===== src/rtl/amba_pkg.sv =====
// amba_pkg: AHB/APB encodings and the bridge state enumeration.
package amba_pkg;
  typedef enum logic [1:0] {
    HT_IDLE   = 2'b00,
    HT_BUSY   = 2'b01,
    HT_NONSEQ = 2'b10,
    HT_SEQ    = 2'b11
  } htrans_e;
  localparam logic HRESP_OKAY = 1'b0;
  localparam logic HRESP_ERROR = 1'b1;
  localparam logic [2:0] HSIZE_WORD = 3'b010;
  typedef enum logic [2:0] {
    S_IDLE,
    S_WDATA,
    S_SETUP,
    S_ACCESS,
    S_DONE,
    S_ERR1,
    S_ERR2
  } br_state_e;
endpackage


===== src/rtl/ahb_apb_bridge_if.sv =====
// ahb_apb_bridge_if: AHB-lite slave side and APB master side of the bridge.
interface ahb_apb_bridge_if;
  logic        hsel;
  logic [31:0] haddr;
  logic [1:0]  htrans;
  logic        hwrite;
  logic [2:0]  hsize;
  logic [31:0] hwdata;
  logic        hready;
  logic        hreadyout;
  logic        hresp;
  logic [31:0] hrdata;
  logic        psel;
  logic        penable;
  logic        pwrite;
  logic [31:0] paddr;
  logic [31:0] pwdata;
  logic [31:0] prdata;
  logic        pready;
  logic        pslverr;
  modport slave (
    input  hsel, haddr, htrans, hwrite, hsize, hwdata, hready, prdata, pready, pslverr,
    output hreadyout, hresp, hrdata, psel, penable, pwrite, paddr, pwdata
  );
  modport master (
    output hsel, haddr, htrans, hwrite, hsize, hwdata, hready, prdata, pready, pslverr,
    input  hreadyout, hresp, hrdata, psel, penable, pwrite, paddr, pwdata
  );
endinterface


===== src/rtl/apb_timeout_ctr.sv =====
// apb_timeout_ctr: counts ACCESS wait cycles; expired pulses on the TIMEOUT-th one.
module apb_timeout_ctr #(
  parameter int TIMEOUT = 16
) (
  input  logic pclk,
  input  logic preset,
  input  logic clear,
  input  logic enable,
  output logic expired
);
  localparam int W = TIMEOUT > 0 ? $clog2(TIMEOUT + 1) : 1;
  logic [W-1:0] cnt;
  assign expired = (TIMEOUT != 0) && enable && (32'(cnt) + 32'd1 == 32'(TIMEOUT));
  always_ff @(posedge pclk or negedge preset)
    if (!preset) cnt <= '0;
    else if (clear) cnt <= '0;
    else if (enable && !expired) cnt <= cnt + 1'b1;
endmodule


===== src/rtl/ahb_apb_bridge.sv =====
// ahb_apb_bridge: single-word AHB-lite transfers to APB SETUP/ACCESS, registered outputs.
module ahb_apb_bridge
  import amba_pkg::*;
#(
  parameter int TIMEOUT = 16
) (
  input logic             pclk,
  input logic             preset,
  ahb_apb_bridge_if.slave bus
);
  br_state_e state, ns;
  logic acc, bad, expired;
  assign acc = bus.hsel && bus.hready && bus.htrans[1] && bus.hreadyout &&
               (state == S_IDLE || state == S_DONE);
  assign bad = bus.hsize != HSIZE_WORD || bus.haddr[1:0] != 2'b00;
  apb_timeout_ctr #(.TIMEOUT(TIMEOUT)) u_to (
    .pclk   (pclk),
    .preset (preset),
    .clear  (state == S_SETUP),
    .enable (state == S_ACCESS && !bus.pready),
    .expired(expired)
  );
  always_comb begin
    ns = S_IDLE;
    case (state)
      S_IDLE, S_DONE: ns = acc ? (bad ? S_ERR1 : bus.hwrite ? S_WDATA : S_SETUP) : S_IDLE;
      S_WDATA:        ns = S_SETUP;
      S_SETUP:        ns = S_ACCESS;
      S_ACCESS:       ns = bus.pready ? (bus.pslverr ? S_ERR1 : S_DONE) : expired ? S_ERR1 : S_ACCESS;
      S_ERR1:         ns = S_ERR2;
      default:        ns = S_IDLE;
    endcase
  end
  // outputs are decoded from the next state so they line up with it in the same cycle
  always_ff @(posedge pclk or negedge preset)
    if (!preset) begin
      state         <= S_IDLE;
      bus.hreadyout <= 1'b1;
      bus.hresp     <= HRESP_OKAY;
      bus.hrdata    <= '0;
      bus.psel      <= 1'b0;
      bus.penable   <= 1'b0;
      bus.pwrite    <= 1'b0;
      bus.paddr     <= '0;
      bus.pwdata    <= '0;
    end else begin
      state         <= ns;
      bus.hreadyout <= ns inside {S_IDLE, S_DONE, S_ERR2};
      bus.hresp     <= ns inside {S_ERR1, S_ERR2} ? HRESP_ERROR : HRESP_OKAY;
      bus.psel      <= ns inside {S_SETUP, S_ACCESS};
      bus.penable   <= ns == S_ACCESS;
      if (acc) begin
        bus.paddr  <= bus.haddr;
        bus.pwrite <= bus.hwrite;
      end
      if (state == S_WDATA) bus.pwdata <= bus.hwdata;
      if (state == S_ACCESS && bus.pready && !bus.pslverr && !bus.pwrite) bus.hrdata <= bus.prdata;
    end
endmodule


===== src/flat_wrapper.sv =====
// flat-port wrapper written by rule: the top's interface ports become plain ports
module ahb_apb_bridge_flat import amba_pkg::*;
#(
  parameter int TIMEOUT = 16
)
  (pclk, preset, bus_hsel, bus_haddr, bus_htrans, bus_hwrite, bus_hsize, bus_hwdata, bus_hready, bus_prdata, bus_pready, bus_pslverr, bus_hreadyout, bus_hresp, bus_hrdata, bus_psel, bus_penable, bus_pwrite, bus_paddr, bus_pwdata);
  ahb_apb_bridge_if bus_i ();
  input logic pclk;
  input logic preset;
  input wire logic [$bits(bus_i.hsel)-1:0] bus_hsel;
  input wire logic [$bits(bus_i.haddr)-1:0] bus_haddr;
  input wire logic [$bits(bus_i.htrans)-1:0] bus_htrans;
  input wire logic [$bits(bus_i.hwrite)-1:0] bus_hwrite;
  input wire logic [$bits(bus_i.hsize)-1:0] bus_hsize;
  input wire logic [$bits(bus_i.hwdata)-1:0] bus_hwdata;
  input wire logic [$bits(bus_i.hready)-1:0] bus_hready;
  input wire logic [$bits(bus_i.prdata)-1:0] bus_prdata;
  input wire logic [$bits(bus_i.pready)-1:0] bus_pready;
  input wire logic [$bits(bus_i.pslverr)-1:0] bus_pslverr;
  output wire logic [$bits(bus_i.hreadyout)-1:0] bus_hreadyout;
  output wire logic [$bits(bus_i.hresp)-1:0] bus_hresp;
  output wire logic [$bits(bus_i.hrdata)-1:0] bus_hrdata;
  output wire logic [$bits(bus_i.psel)-1:0] bus_psel;
  output wire logic [$bits(bus_i.penable)-1:0] bus_penable;
  output wire logic [$bits(bus_i.pwrite)-1:0] bus_pwrite;
  output wire logic [$bits(bus_i.paddr)-1:0] bus_paddr;
  output wire logic [$bits(bus_i.pwdata)-1:0] bus_pwdata;
  assign bus_i.hsel = bus_hsel;
  assign bus_i.haddr = bus_haddr;
  assign bus_i.htrans = bus_htrans;
  assign bus_i.hwrite = bus_hwrite;
  assign bus_i.hsize = bus_hsize;
  assign bus_i.hwdata = bus_hwdata;
  assign bus_i.hready = bus_hready;
  assign bus_i.prdata = bus_prdata;
  assign bus_i.pready = bus_pready;
  assign bus_i.pslverr = bus_pslverr;
  assign bus_hreadyout = bus_i.hreadyout;
  assign bus_hresp = bus_i.hresp;
  assign bus_hrdata = bus_i.hrdata;
  assign bus_psel = bus_i.psel;
  assign bus_penable = bus_i.penable;
  assign bus_pwrite = bus_i.pwrite;
  assign bus_paddr = bus_i.paddr;
  assign bus_pwdata = bus_i.pwdata;
  ahb_apb_bridge #(.TIMEOUT(TIMEOUT)) u_core (.pclk(pclk), .preset(preset), .bus(bus_i));
endmodule

===== config.mk =====
export PLATFORM = sky130hd
export DESIGN_NAME = ahb_apb_bridge_flat
export DESIGN_NICKNAME = d
export VERILOG_FILES = /design/src/rtl/amba_pkg.sv /design/src/rtl/ahb_apb_bridge_if.sv /design/src/rtl/apb_timeout_ctr.sv /design/src/rtl/ahb_apb_bridge.sv /design/src/flat_wrapper.sv
export SDC_FILE = /design/constraint.sdc
export NUM_CORES = 1
export LEC_CHECK = 0
export CAP_MARGIN = 10
export CORE_MARGIN = 10
export CORE_UTILIZATION = 45
export CTS_BUF_LIST = sky130_fd_sc_hd__clkbuf_8
export CTS_CLUSTER_DIAMETER = 200
export DETAILED_ROUTE_END_ITERATION = 12
export PLACE_DENSITY = 0.87
export SLEW_MARGIN = 5
export SYNTH_ARGS = -nofsm -noshare
export SYNTH_HDL_FRONTEND = slang
export SYNTH_SLANG_ARGS = --single-unit

===== constraint.sdc =====
create_clock -name pclk -period 2.89 [get_ports pclk]
set_input_delay 0.4335 -clock pclk [delete_from_list [all_inputs] [get_ports pclk]]
set_output_delay 0.4335 -clock pclk [all_outputs]
set_load 0.02 [all_outputs]

==> results of run 1 <==
-- final timing paths --
path                                       from                     to  slack [ps]  depth (start not counted)
setup / recovery           u_core.bus.hreadyout          bus_hreadyout         950                          1
hold / removal                           preset  u_core.bus.pwdata[29]          60                          1
setup reg to reg             u_core.u_to.cnt[0]        u_core.bus.psel        1020                          5
hold reg to reg            u_core.bus.paddr[14]   u_core.bus.paddr[14]         500                          1
max in group asynchronous                preset   u_core.bus.paddr[14]        2050                          2
min in group pclk          u_core.bus.paddr[14]   u_core.bus.paddr[14]         500                          1
-- routing by layer --
| metal | GRT usage (%) | wire, um | vias to the layer above |
|---|---|---|---|
| met5 | 0 | 0 | - |
| met4 | 4.637 | 144 | 0 |
| met3 | 6.045 | 956 | 11 |
| met2 | 31.29 | 6559 | 130 |
| met1 | 18.64 | 4723 | 1528 |
| li1 | - | - | 1408 |
-- cell usage in the layout, fill, tap and decap left out, types with 2 or more instances in the layout --
cell type and instances:
mux2_2 95, mux2i_1 5, clkinv_4 2, mux2_1 2, nor2_1 2, nand2_1 11
inv_1 2, a31o_2 2, dfrtp_1 108, ha_1 2, nor2b_1 2, or4_1 2
a2bb2oi_2 2, clkbuf_8 9, clkdlybuf4s50_1 206, buf_4 5, nand4_1 3, inv_6 2
nand2b_1 7
-- through the flow --
| step | util [%] | setup WS [ps] | hold slack, ps |
|---|---|---|---|
| after floorplan | - | 1208 | 137.9 |
| after global placement | 70.29 | 740.9 | 463.0 |
| after detailed placement | 70.29 | 681.2 | 474.0 |
| after CTS | 72.41 | 922.9 | 79.39 |
| after global routing | 72.41 | 880.9 | 84.22 |
| final | 72.41 | 950.4 | 63.59 |
-- power by group through the flow --
stage	Sequential [mW]	Combinational (mW)	Clock [mW]
after floorplan	3.57	1.09	0
after global placement	2.68	3.83	0
after detailed placement	2.75	3.91	0
after CTS	2.72	3.93	0.960
after global routing	2.81	4.08	1.01
final	2.71	3.86	0.930
-- cells by family after synthesis --
group	after synthesis	share of synthesized area, %
xor+xnor	1	0.2018
buf+inv	15	1.989
fa+ha+maj	2	0.5764
flops	109	62.87
mux	102	26.32
compound gates	14	2.912
simple gates	37	5.131
-- state kept, by name, summed over array words and instances (netlist names) --
name                  cells
u_core.state              3
u_core.bus.psel           1
u_core.u_to.cnt           5
u_core.bus.pwdata        32
u_core.bus.hresp          1
u_core.bus.hrdata        32
u_core.bus.paddr         32
u_core.bus.pwrite         1
u_core.bus.penable        1
u_core.bus.hreadyout      1
-- layout make-up --
class / count / area, um2
multi-input cells: 156 / 1543
repair buffers: 212 / 2120
inverters: 1 / 3.754
well taps: 129 / 161.4
clock inverters: 7 / 73.82
clock buffers: 9 / 123.9
flip-flops and latches: 109 / 2729
fillers: 649 / 2574
==> key figures, run 1 <==
Synthesis
  – Share of the synthesized area in the top cell type: 62.27%
  – Post-Syn Area: 4340 um2
  – Cell taking the most area after synthesis: dfrtp_1
  – Netlist cell types: 39
  – Top-count cell post-synth: dfrtp_1
  – Synth cell count leaders: 108 x dfrtp_1, 95 x mux2_2, 11 x nand2_1, 7 x nand2b_1, 6 x buf_4
  – Async set or reset register ratio after synthesis: 100.0%
  – EDFF count, synth: 0
  – Yosys warns: 0
  – #FFs+latches synth: 109
  – Avg Inst Size Synth: 15.50 um2
  – Predominant post-synthesis flop cell: dfrtp_1
  – Synth top area cells: dfrtp_1 62%, mux2_2 25%, mux2i_1 1.2%, buf_4 1.0%, nand2b_1 1.0%
  – Synth Instances: 280
  – Post-Syn Nets: 390
  – Sequential share of the synthesized area: 62.87%

Power and ir drop
  – Cell leakage power: 2.828 nW
  – Switching part of the total: 36.80%
  – Comb power frac: 51.5%
  – Pwr dens: 1110 nW/um2
  – Internal: 4.738 mW
  – Sequential group share of total power: 36.1%
  – Clock power share: 12.4%
  – P_sw: 2.758 mW
  – Total power: 7.496 mW
  – Max VDD drop: 0.5358 mV

Global routing
  – Total track usage: 17.28%
  – Vias in the first global route: 3,472
  – First-pass GRT wire length: 19.44 mm
  – Largest net degree at the start of global routing: 67
  – Grt total ovfl: 0
  – Initial antenna violation count: 0

STA
  – Least-Margin Pin Slew: 588.1 ps
  – Final setup violation count: 0
  – Fin crit share: 67.11%
  – Max Slew Vio Count: 0
  – Fin Setup TNS: 0 ps
  – Fmax: 515.6 MHz
  – Min Clock Period, post-route: 1940 ps
  – Fin Clk Skew: 13.79 ps
  – Relative slew slack: 60.79%
  – RSZ-0062 raised after global routing: no
  – Final hold violation count: 0

Place
  – Placed cell areas: 6556 um2
  – Hpwl dp: 9.845 mm
  – Port Buf Inserts: 207
  – Placed cells: 607
  – GPL Wtd Cong: 0.7579

Worst hold path
  – Hold Path Class: primary input to asynchronous set/reset pin

Floorplan
  – Die Area: 13,970 um2
  – Die Height: 118.2 um
  – Core area: 9328 um2
  – Initial Util: 46.53%
  – Ports: 209
  – Site row count: 35
  – Die Wd: 118.2 um

Route
  – Vias post-DR: 3,077
  – Drt first pass iters: 4
  – Antenna-violating nets left: 0
  – DR vias/cell: 4.939
  – # DRC: 0
  – Drt wl/cell: 19.88 um
  – Routed wire length: 12.38 mm
  – 1st-iter DRT viols: 119

Clock tree
  – CTS Sinks: 109
  – H-tree depth: 3
  – Post CTS Setup Buffer Count: 0
  – Clk root buf: clkbuf_8
  – Clk slew on worst S/H paths: 110 ps
  – Post-CTS Hold Buffers: 0
  – CTS tree: yes
  – PostCTS Resize Cnt: 0
  – CTS buffer count: 9
  – Bufs on Longest Clock Path: 2
  – Worst-Skew Late Latency: 360 ps

Critical path
  – Worst setup path class: register to primary output
  – Crit path DAT: 1510 ps
  – CP max FO: 2
  – Crit-path slowest cell: clkdlybuf4s50_1
  – Crit path buffers/inverters: 1
  – Req. time, crit path: 2460 ps
  – CP top delay family: buffers and inverters
  – Crit-path max cell delay: 610 ps
  – CP Launch Type: register
  – Worst-path cell chain: clkdlybuf4s50_1
  – Worst setup EP type: primary output

Finish
  – Nets: 599
  – Final Non-Filler Cells: 623
  – Syn-to-layout area delta: 55.61%
  – Layout cells sized above 1: 25.91%
  – Final Cell Area: 6754 um2
  – ANT cells: 0

Status
  – Status: finished clean

Run
  – Max Cap Viol: 0
No activity file was read; power rests on OpenSTA's default activity.
==> run 2: changes to the inputs <==
--- a/config.mk
+++ b/config.mk
@@ -7,11 +7,11 @@
 export LEC_CHECK = 0
 export CAP_MARGIN = 10
 export CORE_MARGIN = 10
-export CORE_UTILIZATION = 45
+export CORE_UTILIZATION = 38
 export CTS_BUF_LIST = sky130_fd_sc_hd__clkbuf_8
 export CTS_CLUSTER_DIAMETER = 200
 export DETAILED_ROUTE_END_ITERATION = 12
-export PLACE_DENSITY = 0.87
+export PLACE_DENSITY = 0.79
 export SLEW_MARGIN = 5
 export SYNTH_ARGS = -nofsm -noshare
 export SYNTH_HDL_FRONTEND = slang
==> constraint.sdc (replaced) <==
create_clock -name pclk -period 1.6 [get_ports pclk]
set_input_delay 0.24 -clock pclk [delete_from_list [all_inputs] [get_ports pclk]]
set_output_delay 0.24 -clock pclk [all_outputs]
set_load 0.02 [all_outputs]
==> run 2 against run 1 <==
Compared with the run above: the flow now finishes with violations (setup timing); worst setup slack lost 980 ps; worst hold slack gained 210 ps; flip-flop and latch count did not move; total power grew 81%; sequential share of layout area fell by 3.3 points; first-iteration DRC count increased by 72%; utilization fell by 5.6 points; critical path depth rose by 4; combinational power is 85% higher; via count increased by 5.0%; register-to-register slack got worse by 1100 ps; final cell count grew 6.3%.
==> key figures, run 2 (same netlist as run 1, synthesis figures left out) <==
Finish
  – Final Non-Filler Cells: 662 (+6.3%)
  – Top flop regs: u_core.bus.hrdata (32), u_core.bus.paddr (32), u_core.bus.pwdata (32)
  – Most common cell after layout, fill and taps aside: clkdlybuf4s50_1
  – Syn-to-layout area delta: 69.90%
  – ANT cells: 0 (unchanged)
  – Post-layout util: 66.86% (-5.6 points)
  – Highest-count cells in the layout ignoring fill and taps: 106 x clkdlybuf4s50_1, 105 x dfrtp_1, 67 x mux2_2, 62 x dlygate4sd2_1, 38 x dlymetal6s2s_1
  – Nets: 629 (+5.0%)
  – Layout cells sized above 1: 32.57% (+6.7 points)
  – Final Cell Area: 7375 um2 (+9.2%)

Status
  – Status: finished with violations
  – Violated checks: setup timing

Clock tree
  – CTS buffer count: 9 (unchanged)
  – CTS tree: yes
  – Clk root buf: clkbuf_8
  – H-tree depth: 3 (unchanged)
  – Clk slew on worst S/H paths: 110 ps (about the same)
  – CTS Sinks: 109 (unchanged)
  – Bufs on Longest Clock Path: 2 (unchanged)
  – Worst-Skew Late Latency: 360 ps (about the same)

STA
  – Fmax: 613.1 MHz
  – Hold_ws: 277.1 ps (+213.5 ps)
  – Final hold violation count: 0 (unchanged)
  – Fin Clk Skew: 15.95 ps (+2.164 ps)
  – Least-Margin Pin Slew: 348.5 ps (-239.6 ps)
  – Final setup violation count: 44 (+44)
  – Fin crit share: 101.9%
  – Relative slew slack: 76.10% (+15 points)
  – Min Clock Period, post-route: 1631 ps
  – Setup ws final: -31.05 ps (-981.5 ps)
  – Max Slew Vio Count: 0 (unchanged)
  – RSZ-0062 raised after global routing: yes

Global routing
  – Grt total ovfl: 0 (unchanged)
  – First-pass GRT wire length: 19.75 mm (+1.6%)
  – Vias in the first global route: 3,530 (+1.7%)
  – Largest net degree at the start of global routing: 57 (-15%)
  – Initial antenna violation count: 0 (unchanged)
  – Total track usage: 15.60% (-1.7 points)

Floorplan
  – Die Wd: 126.9 um (+7.3%)
  – Core area: 11,030 um2 (+18%)
  – Die Area: 16,100 um2 (+15%)
  – Die Height: 126.9 um (+7.3%)
  – Site row count: 38 (+8.6%)
  – Initial Util: 39.35% (-7.2 points)
  – Ports: 209 (unchanged)

Place
  – Hpwl dp: 10.03 mm (+1.9%)
  – Port Buf Inserts: 207 (unchanged)
  – GPL Wtd Cong: 0.8357 (+10%)
  – Placed cell areas: 6733 um2 (+2.7%)
  – Placed cells: 630 (+3.8%)

Critical path
  – Worst setup path class: register to register
  – Worst setup EP type: register
  – CP Launch Type: register
  – CP max FO: 16 (+14)
  – Crit path DAT: 1860 ps (+350 ps)
  – Req. time, crit path: 1830 ps (-630 ps)

Route
  – Vias post-DR: 3,232 (+5.0%)
  – Routed wire length: 13.76 mm (+11%)
  – Drt wl/cell: 20.79 um (+4.6%)
  – DR vias/cell: 4.882 (-1.2%)
  – Drt first pass iters: 4 (unchanged)
  – Antenna-violating nets left: 0 (unchanged)
  – 1st-iter DRT viols: 205 (+72%)
  – # DRC: 0 (unchanged)

Power and ir drop
  – Max VDD drop: 1.052 mV (+96%)
  – Cell leakage power: 3.653 nW (+29%)
  – Pwr dens: 1836 nW/um2 (+65%)
  – Total power: 13.54 mW (+81%)

Run
  – Max Cap Viol: 0 (unchanged)

Worst hold path
  – Hold Path Class: primary input to asynchronous set/reset pin
## run 2: changes by cell type in the layout (fill, tap and decap cells not counted), sizes merged
cell and change:
dlygate4sd2 +62, bufinv -1, inv -1, dlygate4sd3 +1, dlymetal6s2s +38, clkbuf +3
clkdlybuf4s50 -100, buf +26
## run 2: layout make-up
type / instances / area [um2]
Fill cell: 835 / 3656
Multi-Input combinational cell: 156 / 1762
Clock inverter: 5 / 46.29
Inverter: 1 / 3.754
Timing Repair Buffer: 242 / 2531
Sequential cell: 109 / 2733
Tap cell: 140 / 175.2
Clock buffer: 9 / 123.9
## run 2: metrics by stage
step | TNS [ps] | worst slack (ps)
6_report | -571.2 | -31.05
5_1_grt | -3567 | -67.89
4_1_cts | -25.88 | -15.32
3_3_place_gp | -15700 | -295.1
3_5_place_dp | -16850 | -303.0
2_1_floorplan | -31.74 | -17.33
## run 2: path summary, 6_finish.rpt
kind                                       start                     to  slack, ps  cells past startpoint
setup reg to reg                 u_core.state[2]  u_core.bus.hrdata[26]        -30                      5
hold reg to reg            u_core.bus.pwdata[23]  u_core.bus.pwdata[23]        500                      1
min in group pclk                  bus_haddr[16]   u_core.bus.paddr[16]        490                      2
setup / recovery                 u_core.state[2]  u_core.bus.hrdata[26]        -30                      5
max in group asynchronous                 preset   u_core.bus.paddr[28]        780                      3
hold / removal                            preset  u_core.bus.pwdata[21]        280                      2
## run 2: power breakdown
part           leakage (nW)  internal, mW  switching, mW
clock                0.0876         0.577          0.956
combinational          2.24          3.65           3.49
sequential             1.33          4.12          0.745
## run 2: timing repair
item,CTS,global route
pin swaps,6,8
endpoints found under the setup margin,165,115
gates resized for setup,75,79
setup buffers,11,2
cloned,2,5
endpoints found under the hold margin,43,0
hold buffers,1,0
## run 2: layer usage
layer / part of all wire, % / GRT usage (%)
met1: 40 / 17.62
met2: 52 / 27.40
met3: 7.4 / 5.956
met4: 0.61 / 3.215
met5: 0 / 0
## run 2: critical path: stages (launching register included)
cell and delay, ps:
dfrtp_2 460, nand2b_1 210, nor3_4 210, buf_12 140
buf_12 140, mux2_2 350
==> run 3: changes to the inputs <==
--- a/config.mk
+++ b/config.mk
@@ -11,6 +11,7 @@
 export CTS_BUF_LIST = sky130_fd_sc_hd__clkbuf_8
 export CTS_CLUSTER_DIAMETER = 200
 export DETAILED_ROUTE_END_ITERATION = 12
+export GPL_TIMING_DRIVEN = 0
 export PLACE_DENSITY = 0.79
 export SLEW_MARGIN = 5
 export SYNTH_ARGS = -nofsm -noshare
==> run 3 against run 2 <==
Compared with the run above: largest cell class unchanged; flip-flop and latch count stayed put; critical path type unchanged; global-route usage shrank 0.23 points; largest power group unchanged; highest routed layer unchanged; die area did not move; register-to-register slack better by 50 ps; the flow now finishes without violations.
==> key figures, run 3 (same netlist as run 1, synthesis figures left out) <==
Route
  – Routed wire length: 13.22 mm (-4.0%)
  – 1st-iter DRT viols: 147 (-28%)
  – # DRC: 0 (unchanged)
  – Antenna-violating nets left: 0 (unchanged)
  – DR vias/cell: 4.795 (-1.8%)
  – Drt first pass iters: 4 (unchanged)
  – Drt wl/cell: 19.97 um (-4.0%)
  – Vias post-DR: 3,174 (-1.8%)

Power and ir drop
  – Pwr dens: 1897 nW/um2 (+3.4%)
  – Cell leakage power: 3.772 nW (+3.2%)
  – Max VDD drop: 1.151 mV (+9.4%)

Global routing
  – Grt total ovfl: 0 (unchanged)
  – First-pass GRT wire length: 19.71 mm (-0.21%)
  – Largest net degree at the start of global routing: 60 (+5.3%)
  – Initial antenna violation count: 0 (unchanged)
  – Vias in the first global route: 3,426 (-2.9%)
  – Total track usage: 15.37% (-0.23 points)

Critical path
  – Worst setup EP type: register
  – Crit path buffers/inverters: 1 (-1)
  – Req. time, crit path: 1850 ps (+20 ps)
  – CP top delay family: simple AND/OR/NAND/NOR gates
  – Worst-path cell chain: buf_4 > nand4_1 > a21boi_4 > a21oi_4 > or3_1
  – CP Launch Type: register
  – Crit-path max cell delay: 430 ps (-30 ps)
  – Crit path DAT: 1830 ps (-30 ps)
  – Crit-path slowest cell: dfrtp_1
  – Worst setup path class: register to register
  – CP max FO: 4 (-12)

Finish
  – Fillcell total: 786 (-5.9%)
  – Highest-count cells in the layout ignoring fill and taps: 106 x clkdlybuf4s50_1, 103 x dfrtp_1, 69 x mux2_2, 55 x dlygate4sd2_1, 45 x dlymetal6s2s_1
  – Final Cell Area: 7521 um2 (+2.0%)
  – Syn-to-layout area delta: 73.28%
  – Final Non-Filler Cells: 662 (unchanged)
  – Most common cell after layout, fill and taps aside: clkdlybuf4s50_1
  – Nets: 627 (-0.32%)
  – Top flop regs: u_core.bus.hrdata (32), u_core.bus.paddr (32), u_core.bus.pwdata (32)
  – ANT cells: 0 (unchanged)
  – Layout cells sized above 1: 33.14% (+0.57 points)

STA
  – Fin Setup TNS: 0 ps (+571.2 ps)
  – Final hold violation count: 0 (unchanged)
  – RSZ-0062 raised after global routing: yes
  – Min Clock Period, post-route: 1586 ps (-45.51 ps)
  – Max Slew Vio Count: 0 (unchanged)
  – Fmax: 630.7 MHz (+2.9%)
  – Fin Clk Skew: 8.991 ps (-6.959 ps)
  – Relative slew slack: 54.87% (-21 points)
  – Least-Margin Pin Slew: 676.9 ps (+328.4 ps)
  – Fin crit share: 99.10% (-2.8 points)
  – Final setup violation count: 0 (-100%)

Place
  – GPL Wtd Cong: 0.7885 (-5.6%)
  – Hpwl dp: 9.893 mm (-1.4%)
  – Placed cell areas: 6658 um2 (-1.1%)
  – Port Buf Inserts: 207 (unchanged)
  – Placed cells: 628 (-0.32%)

Clock tree
  – Clk slew on worst S/H paths: 100 ps (about the same)
  – CTS buffer count: 9 (unchanged)
  – Worst-Skew Late Latency: 370 ps (about the same)
  – Clk root buf: clkbuf_8
  – CTS tree: yes
  – CTS Sinks: 109 (unchanged)
  – H-tree depth: 3 (unchanged)
  – Bufs on Longest Clock Path: 2 (unchanged)

Floorplan
  – Core area: 11,030 um2 (unchanged)
  – Die Wd: 126.9 um (unchanged)
  – Ports: 209 (unchanged)
  – Die Area: 16,100 um2 (unchanged)
  – Die Height: 126.9 um (unchanged)
  – Initial Util: 39.35% (unchanged)
  – Site row count: 38 (unchanged)

Run
  – Max Cap Viol: 0 (unchanged)

Worst hold path
  – Hold Path Class: primary input to asynchronous set/reset pin

Status
  – Status: finished clean
run 3: where the power goes:
part	leakage [nW]	total (mW)	switching [mW]	internal (mW)
clock	0.135	2.11	0.914	1.20
sequential	1.33	4.86	0.737	4.12
combinational	2.31	7.30	3.49	3.81
total	3.77	14.3	5.14	9.13
run 3: through the flow:
step | total power [mW] | hold WS, ps | utilization, % | setup slack [ps]
after floorplan | 8.452 | -55.59 | - | -17.33
after global placement | 11.88 | 471.4 | 60.13 | -3751
after detailed placement | 12.10 | 327.0 | 60.36 | -499.0
after CTS | 13.93 | 456.5 | 63.79 | -5.056
after global routing | 15.09 | 450.1 | 68.18 | -63.81
final | 14.27 | 435.4 | 68.18 | 14.46
run 3: worst paths after layout:
kind,depth (start not counted),slack (ps),end,startpoint
max in group asynchronous,3,450,u_core.bus.paddr[21],preset
worst max register to register,5,10,u_core.state[1],u_core.u_to.cnt[1]
worst min register to register,1,500,u_core.bus.paddr[14],u_core.bus.paddr[14]
min in group pclk,2,470,u_core.bus.paddr[14],bus_haddr[14]
worst min-delay path,2,440,u_core.bus.pwdata[21],preset
worst max-delay path,5,10,u_core.state[1],u_core.u_to.cnt[1]
run 3: area by class of cell:
class	count	area [um2]	share of cell area (%)
multi-input combinational	156	1772	23.56
clock buffer	9	123.9	1.647
timing repair buffer	230	2422	32.21
tap	140	175.2	2.329
buffer	10	151.4	2.013
clock inverter	7	137.6	1.830
sequential	109	2735	36.37
inverter	1	3.754	0.04991
run 3: repair_timing:
action	in CTS	in global routing
setup endpoints to repair	153	136
pin swaps	5	8
hold endpoints to repair	49	0
buffers inserted	11	4
hold buffers	1	0
gates resized for setup	79	105
gates cloned	1	5
run 3: routing by layer:
layer	GRT usage [%]	wire length (um)	vias to the layer above	part of all wire, %
li1	-	-	1473	-
met1	18.09	5225	1574	40
met2	26.64	6832	118	52
met3	4.790	1031	9	7.8
met4	3.818	128	0	0.97
met5	0	0	-	0
